$ cat src/rtl/led_controller_if.sv
// Panel-side scan signals produced by the LED controller and consumed by the panel/framebuffer.
interface led_controller_if #(
    parameter int COL_W = 6,
    parameter int ROW_W = 5
);
    logic [ROW_W-1:0] row_addr;
    logic [COL_W-1:0] col_addr;
    logic             oe;
    logic             latch;
    logic             display_clk;

    modport master (
        output row_addr,
        output col_addr,
        output oe,
        output latch,
        output display_clk
    );

    modport slave (
        input row_addr,
        input col_addr,
        input oe,
        input latch,
        input display_clk
    );
endinterface

$ cat src/rtl/led_controller.sv
// HUB-style panel scanner: SHIFT (4 clk per column) -> LATCH -> DISPLAY per row, free running.
// All outputs registered; no backpressure, the scan never stalls.
module led_controller #(
    parameter int COLS         = 64,
    parameter int ROWS         = 32,
    parameter int LATCH_CYCLES = 2,
    parameter int ON_CYCLES    = 256
) (
    input  logic              clk,
    input  logic              rst,
    led_controller_if.master  bus
);
    localparam int COL_W        = $clog2(COLS);
    localparam int ROW_W        = $clog2(ROWS);
    localparam int SHIFT_CYCLES = COLS * 4;
    localparam int MAX_A        = (SHIFT_CYCLES > LATCH_CYCLES) ? SHIFT_CYCLES : LATCH_CYCLES;
    localparam int MAX_PHASE    = (MAX_A > ON_CYCLES) ? MAX_A : ON_CYCLES;
    localparam int CNT_W        = $clog2(MAX_PHASE) + 1;

    localparam logic [CNT_W-1:0] SHIFT_LAST = CNT_W'(SHIFT_CYCLES - 1);
    localparam logic [CNT_W-1:0] LATCH_LAST = CNT_W'(LATCH_CYCLES - 1);
    localparam logic [CNT_W-1:0] ON_LAST    = CNT_W'(ON_CYCLES - 1);
    localparam logic [ROW_W-1:0] ROW_LAST   = ROW_W'(ROWS - 1);

    typedef enum logic [1:0] {
        SHIFT   = 2'd0,
        LATCH   = 2'd1,
        DISPLAY = 2'd2
    } state_t;

    // state/cnt/row describe the cycle the *next* edge will present, so every
    // output is a plain register and cycle 0 appears on the first edge after reset.
    state_t           state;
    logic [CNT_W-1:0] cnt;
    logic [ROW_W-1:0] row;

    always_ff @(posedge clk) begin
        if (rst) begin
            state           <= SHIFT;
            cnt             <= '0;
            row             <= '0;
            bus.row_addr    <= '0;
            bus.col_addr    <= '0;
            bus.oe          <= 1'b1;
            bus.latch       <= 1'b0;
            bus.display_clk <= 1'b0;
        end else begin
            bus.row_addr <= row;
            case (state)
                SHIFT: begin
                    // Column address leads the clock rise by two cycles to cover the
                    // framebuffer's registered read latency plus a full cycle of setup.
                    bus.oe          <= 1'b1;
                    bus.latch       <= 1'b0;
                    bus.col_addr    <= cnt[2 +: COL_W];
                    bus.display_clk <= cnt[1];
                    if (cnt == SHIFT_LAST) begin
                        state <= LATCH;
                        cnt   <= '0;
                    end else begin
                        cnt <= cnt + 1'b1;
                    end
                end
                LATCH: begin
                    bus.oe          <= 1'b1;
                    bus.latch       <= 1'b1;
                    bus.col_addr    <= '0;
                    bus.display_clk <= 1'b0;
                    if (cnt == LATCH_LAST) begin
                        state <= DISPLAY;
                        cnt   <= '0;
                    end else begin
                        cnt <= cnt + 1'b1;
                    end
                end
                DISPLAY: begin
                    bus.oe          <= 1'b0;
                    bus.latch       <= 1'b0;
                    bus.col_addr    <= '0;
                    bus.display_clk <= 1'b0;
                    if (cnt == ON_LAST) begin
                        state <= SHIFT;
                        cnt   <= '0;
                        row   <= (row == ROW_LAST) ? '0 : row + 1'b1;
                    end else begin
                        cnt <= cnt + 1'b1;
                    end
                end
                default: begin
                    state           <= SHIFT;
                    cnt             <= '0;
                    bus.oe          <= 1'b1;
                    bus.latch       <= 1'b0;
                    bus.col_addr    <= '0;
                    bus.display_clk <= 1'b0;
                end
            endcase
        end
    end
endmodule

$ cat src/flat_wrapper.sv
// flat-port wrapper written by rule: the top's interface ports become plain ports
module led_controller_flat 
#(
    parameter int COLS         = 64,
    parameter int ROWS         = 32,
    parameter int LATCH_CYCLES = 2,
    parameter int ON_CYCLES    = 256
)
  (clk, rst, bus_row_addr, bus_col_addr, bus_oe, bus_latch, bus_display_clk);
  led_controller_if bus_i ();
  input  logic clk;
  input  logic rst;
  output wire logic [$bits(bus_i.row_addr)-1:0] bus_row_addr;
  output wire logic [$bits(bus_i.col_addr)-1:0] bus_col_addr;
  output wire logic [$bits(bus_i.oe)-1:0] bus_oe;
  output wire logic [$bits(bus_i.latch)-1:0] bus_latch;
  output wire logic [$bits(bus_i.display_clk)-1:0] bus_display_clk;
  assign bus_row_addr = bus_i.row_addr;
  assign bus_col_addr = bus_i.col_addr;
  assign bus_oe = bus_i.oe;
  assign bus_latch = bus_i.latch;
  assign bus_display_clk = bus_i.display_clk;
  led_controller #(.COLS(COLS), .ROWS(ROWS), .LATCH_CYCLES(LATCH_CYCLES), .ON_CYCLES(ON_CYCLES)) u_core (.clk(clk), .rst(rst), .bus(bus_i));
endmodule
$ cat config.mk
export PLATFORM = sky130hd
export DESIGN_NAME = led_controller_flat
export DESIGN_NICKNAME = d
export VERILOG_FILES = /design/src/rtl/led_controller_if.sv /design/src/rtl/led_controller.sv /design/src/flat_wrapper.sv
export SDC_FILE = /design/constraint.sdc
export NUM_CORES = 1
export LEC_CHECK = 0
export BUFFER_PORTS_ARGS = -buffer_cell sky130_fd_sc_hd__buf_2
export CORE_MARGIN = 3
export CORE_UTILIZATION = 41
export CTS_CLUSTER_DIAMETER = 80
export CTS_CLUSTER_SIZE = 40
export DETAILED_ROUTE_END_ITERATION = 12
export GPL_TIMING_DRIVEN = 0
export PLACE_DENSITY_LB_ADDON = 0.12
export SLEW_MARGIN = 40
export SYNTH_ARGS = -nofsm -noshare
export SYNTH_HDL_FRONTEND = slang
export SYNTH_SLANG_ARGS = --single-unit
$ cat constraint.sdc
create_clock -name clk -period 3.2 [get_ports clk]
set_clock_uncertainty 0.1 [all_clocks]
set_input_delay 0.16 -clock clk [delete_from_list [all_inputs] [get_ports clk]]
set_output_delay 0.16 -clock clk [all_outputs]
set_load 0.02 [all_outputs]
==> Yosys cells after proc, flatten, opt, wreduce, memory -nomap -nowiden <==
Index checks and enable logic that the tools add are counted.
{ "classes": {"bitwise_logic": 1, "n_eq_ne": 8, "n_reduce_logical": 5, "n_mux": 10, "addsub": 2} }
{ "op_table": {"columns": ["cell", "n"], "rows": [
  ["9-bit two-way mux", 2],
  ["9-bit one-hot mux with 2 select lines", 1],
  ["9-bit by 1-bit adder with 9-bit output, second input constant", 1],
  ["9-bit by 1-bit == test with 1-bit output, second input constant", 1],
  ["9-bit by 8-bit == test with 1-bit output, second input constant", 1],
  ["2-bit two-way mux", 3],
  ["2-bit by 1-bit != test with 1-bit output, second input constant", 3],
  ["2-bit one-hot mux with 3 select lines", 1],
  ["5-bit by 1-bit adder with 5-bit output, second input constant", 1],
  ["5-bit == test, second input constant", 1],
  ["5-bit two-way mux", 1],
  ["2-bit OR reduction", 2],
  ["3-bit AND reduction", 1],
  ["2-bit by 1-bit == test with 1-bit output, second input constant", 1],
  ["2-bit == test, second input constant", 1],
  ["2-bit logical NOT", 1],
  ["1-bit two-way mux", 2],
  ["2-bit AND reduction", 1],
  ["1-bit NOT", 1]
]} }
{ "word_totals": {"output_inout_bits": 14, "ff_bits": 30, "elab_cells": 34, "input_bits": 2} }

==> Longest topological paths before layout <==
{ "depth": {"depth_word": 3, "ltp_mapped": 6, "mapped_depth_nobuf": 6} }

==> Least setup slack after synthesis <==
No wires, ideal clock.
{ "synth_timing": {"path_type": "register to register", "startpoint": "register u_core.row[0]", "endpoint": "register u_core.row[3]", "setup_ns": 0.095, "synth_period_minus_slack_ns": 1.792, "arrival_time_ns": 1.596, "path_slack_ns": 1.408, "stages_incl_launch_ff": 6, "cell_sequence": "dfxtp_1 ha_1 and3_1 ha_1 or4_1 o311ai_1"} }
{ "synth_via": {"elab_chain_len": 2, "word_cells_on_any_way": 3, "classes_between": "add/sub (1); eq/ne (1); mux (1)"} }
{ "synth_lines": {"columns": ["element", "line", "text"], "rows": [
  ["start: declaration", "led_controller.sv:35", "logic [ROW_W-1:0] row;"],
  ["start signal: assignment", "led_controller.sv:84", "row <= (row == ROW_LAST) ? '0 : row + 1'b1;"],
  ["5-bit by 1-bit adder with 5-bit output / 5-bit == test (equally long branches)", "led_controller.sv:84", null],
  ["5-bit two-way mux (*)", "led_controller.sv:84", null]
]} }
Mark *: on every way between the ends. The rest lies on a longest branch, timed or not.
A chain may end at the register's enable or synchronous reset.

==> Final worst setup path <==
Ends and elaborated chain as after synthesis.

==> metrics.cfg <==
[status]
outcome = completed

[yosys]
synth_compound_area_share_pct = 10.7
synth_seq_cells = 30
avgSynthCellArea_um2 = 10.6
yosys-top-cells-area = dfxtp_1 (51%), ha_1 (5.3%), nor2b_1 (3.7%), and2_1 (3.2%), mux2_2 (2.9%)
yosysWarnings = 0
ys.flop_type = dfxtp_1
synth_largest_area_cell = dfxtp_1
synth_nets = 118
synth_fa_ha_area_share_pct = 5.31
yosysSeqAreaShare_pct = 51.0
synthXorXnorAreaFrac_pct = 2.23
synth_top_family_by_area = simple AND/OR/NAND/NOR gates
yosysTopAreaCellShare_pct = 51.0
synthCells = 111
synth.mux.area_fraction_pct = 2.87
synthDistinctLibCells = 37
netlist_area_um2 = 1180
synth_edf_count = 0
synth-simple-area-share_pct = 25.7
synthArstFlopShare_pct = 0

[clocking]
htree_levels = 2
postCtsSetupRepairBufs = 0
ctsResizeCount = 0
ctsRootBufferMaster = clkbuf_4
clk-insertion-delay-late_ps = 320
cts_tree = yes
cts_buffer_depth = 2
cts_buffers = 5
cts_sinks = 30
cts.clk_slew.worst_paths_ps = 90
ctsHoldBuffers = 0

[routing]
avgViaCountPerCell = 5.27
drc = 0
ant_nets = 0
drt_iter0_drc = 33
drtPass1Iterations = 4
routed_wl_um = 2060
wire_per_inst_um = 12.6
vias = 865

[worst_hold_path]
hold_class = in2reg
min-delay-start = rst

[critical_path]
critPathMaxFanout = 5
end_kind = flop
r2r_start = u_core.row[0]
startpoint_type = flop
setup.worst_path.class = reg2reg
cp_data_arrival_time_ps = 2070
required_ps = 3320
critPathLaunch = u_core.row[0]

[layout]
area_growth_pct = 16.2
multi_input_area_um2 = 552
drive_gt1_share_pct = 28.4
fill_cells = 247
ff_latch_area_um2 = 601
nets = 140
fin_util_pct = 52.3
num_antenna_cells = 0

[power]
ir_drop_v = 0.000311
p_leak_nw = 0.592
p_per_area_nw_per_um2 = 516
p_total_mw = 0.705

[sta]
setup_viol = 0
period_needed_ps = 1960
setup_slack_ps = 1240
final_hold_viol_count = 0
fin_crit_sh_pct = 61.2
finalMaxSlewViolations = 0
fmax_mhz = 511
rsz0062_at_grt = false
max_slew_margin_pct = 62.1
worstMarginPinSlew_ps = 565
setup_tns_ps = 0

[place]
port_buffers = 15
dpl_worst_slack_ps = 1280
dp_hpwl_um = 1460
routabilityCongestion = 0.786

[global_routing]
grt_pass1_vias = 707
gr-usage-met3_pct = 3.92
use_met1_pct = 15.8
grtUsageMet2_pct = 16.8
grt_first_pass_wirelength_um = 3100
antenna_found_initial = 0
grt-busiest-layer = met2
grt_usage_pct = 12.1
gr-total-overflow = 0
grt_max_degree = 11

[die]
core_area_um2 = 2610
die_height_um = 59.6
start_util_pct = 45.1
rows = 18
die-area_um2 = 3550
num_io_pins = 16
die_w_um = 59.6

[job]
maxCapViolCount = 0

-- synthesized netlist by cell type, types with 2 or more instances --
cell,n
or4_1,2
nand3_1,5
and2_1,6
inv_1,2
or3_1,2
nor4b_1,2
a22oi_1,4
o21ai_0,6
mux2_2,3
xnor2_1,2
dfxtp_1,30
buf_2,2
or2_2,2
ha_1,5
nand2_1,3
nor2b_1,7
a21oi_1,5
nor3_1,2
nor2_1,3
-- power breakdown --
part / switching, mW / total, mW / leakage (nW) / internal (mW)
logic: 0.0185 / 0.0305 / 0.304 / 0.0119
registers: 0.00567 / 0.386 / 0.243 / 0.381
clock network: 0.127 / 0.288 / 0.0450 / 0.162
total: 0.151 / 0.705 / 0.592 / 0.554
-- placed cells by master (no fill, tap or decap), types with 3 or more instances in the layout --
cell type  count
mux2_2         3
nor2_1         3
a21oi_1        5
nor2b_1        7
clkbuf_4       5
a22oi_1        4
buf_2         17
and2_1         6
dfxtp_1       30
ha_1           5
o21ai_0        6
nand3_1        5
nand2_1        3
-- path summary, 6_finish.rpt --
| kind | end | slack, ps | depth (start not counted) |
|---|---|---|---|
| hold reg to reg | u_core.bus.row_addr[4] | 390 | 1 |
| setup / recovery | u_core.row[3] | 1240 | 5 |
| setup reg to reg | u_core.row[3] | 1240 | 5 |
| hold / removal | u_core.bus.row_addr[0] | 20 | 2 |
-- flip-flops by register name, summed over array words and instances (netlist names) --
signal and cells:
u_core.state 2, u_core.bus.row_addr 5, u_core.row 5, u_core.bus.display_clk 1, u_core.bus.oe 1, u_core.cnt 9
u_core.bus.latch 1, u_core.bus.col_addr 6
-- metal layers --
layer  part of all wire, %  vias to the layer above
met3                   6.0                        4
li1                      -                      444
met4                   1.3                        0
met5                     0                        -
met1                    48                      393
met2                    44                       24
-- stage by stage --
step / std cells / hold slack [ps] / area [um2]
2_1_floorplan: 111 / 141 / 1180
5_1_grt: 164 / 9.20 / 1370
3_3_place_gp: 156 / 348 / 1290
3_5_place_dp: 156 / 344 / 1290
6_report: 164 / 17.4 / 1370
4_1_cts: 164 / 0.256 / 1370
-- layout make-up --
class / count / area share [%]
clock inverters: 3 / 2.93
plain buffers: 3 / 1.28
inverters: 2 / 0.549
flip-flops and latches: 30 / 43.9
repair buffers: 15 / 5.49
clock buffers: 5 / 2.74
well taps: 30 / 2.74
multi-input cells: 76 / 40.3
-- kinds of logic (layout without fill, tap and decap cells) --
family,count (synthesis),after routing
flip-flops,30,30
adder cells (fa/ha/maj),5,5
XOR/XNOR,3,3
AND/OR/NAND/NOR,45,45
multiplexers,3,3
buffers and inverters,5,28
AO/OA/AOI/OAI,20,20
-- critical path, cell delays in order, from the launching register on --
cell      delay [ps]
dfxtp_1          340
ha_1             230
and3_1           190
ha_1             240
or4_1            510
o311ai_1         260
No activity file was read; power rests on OpenSTA's default activity.
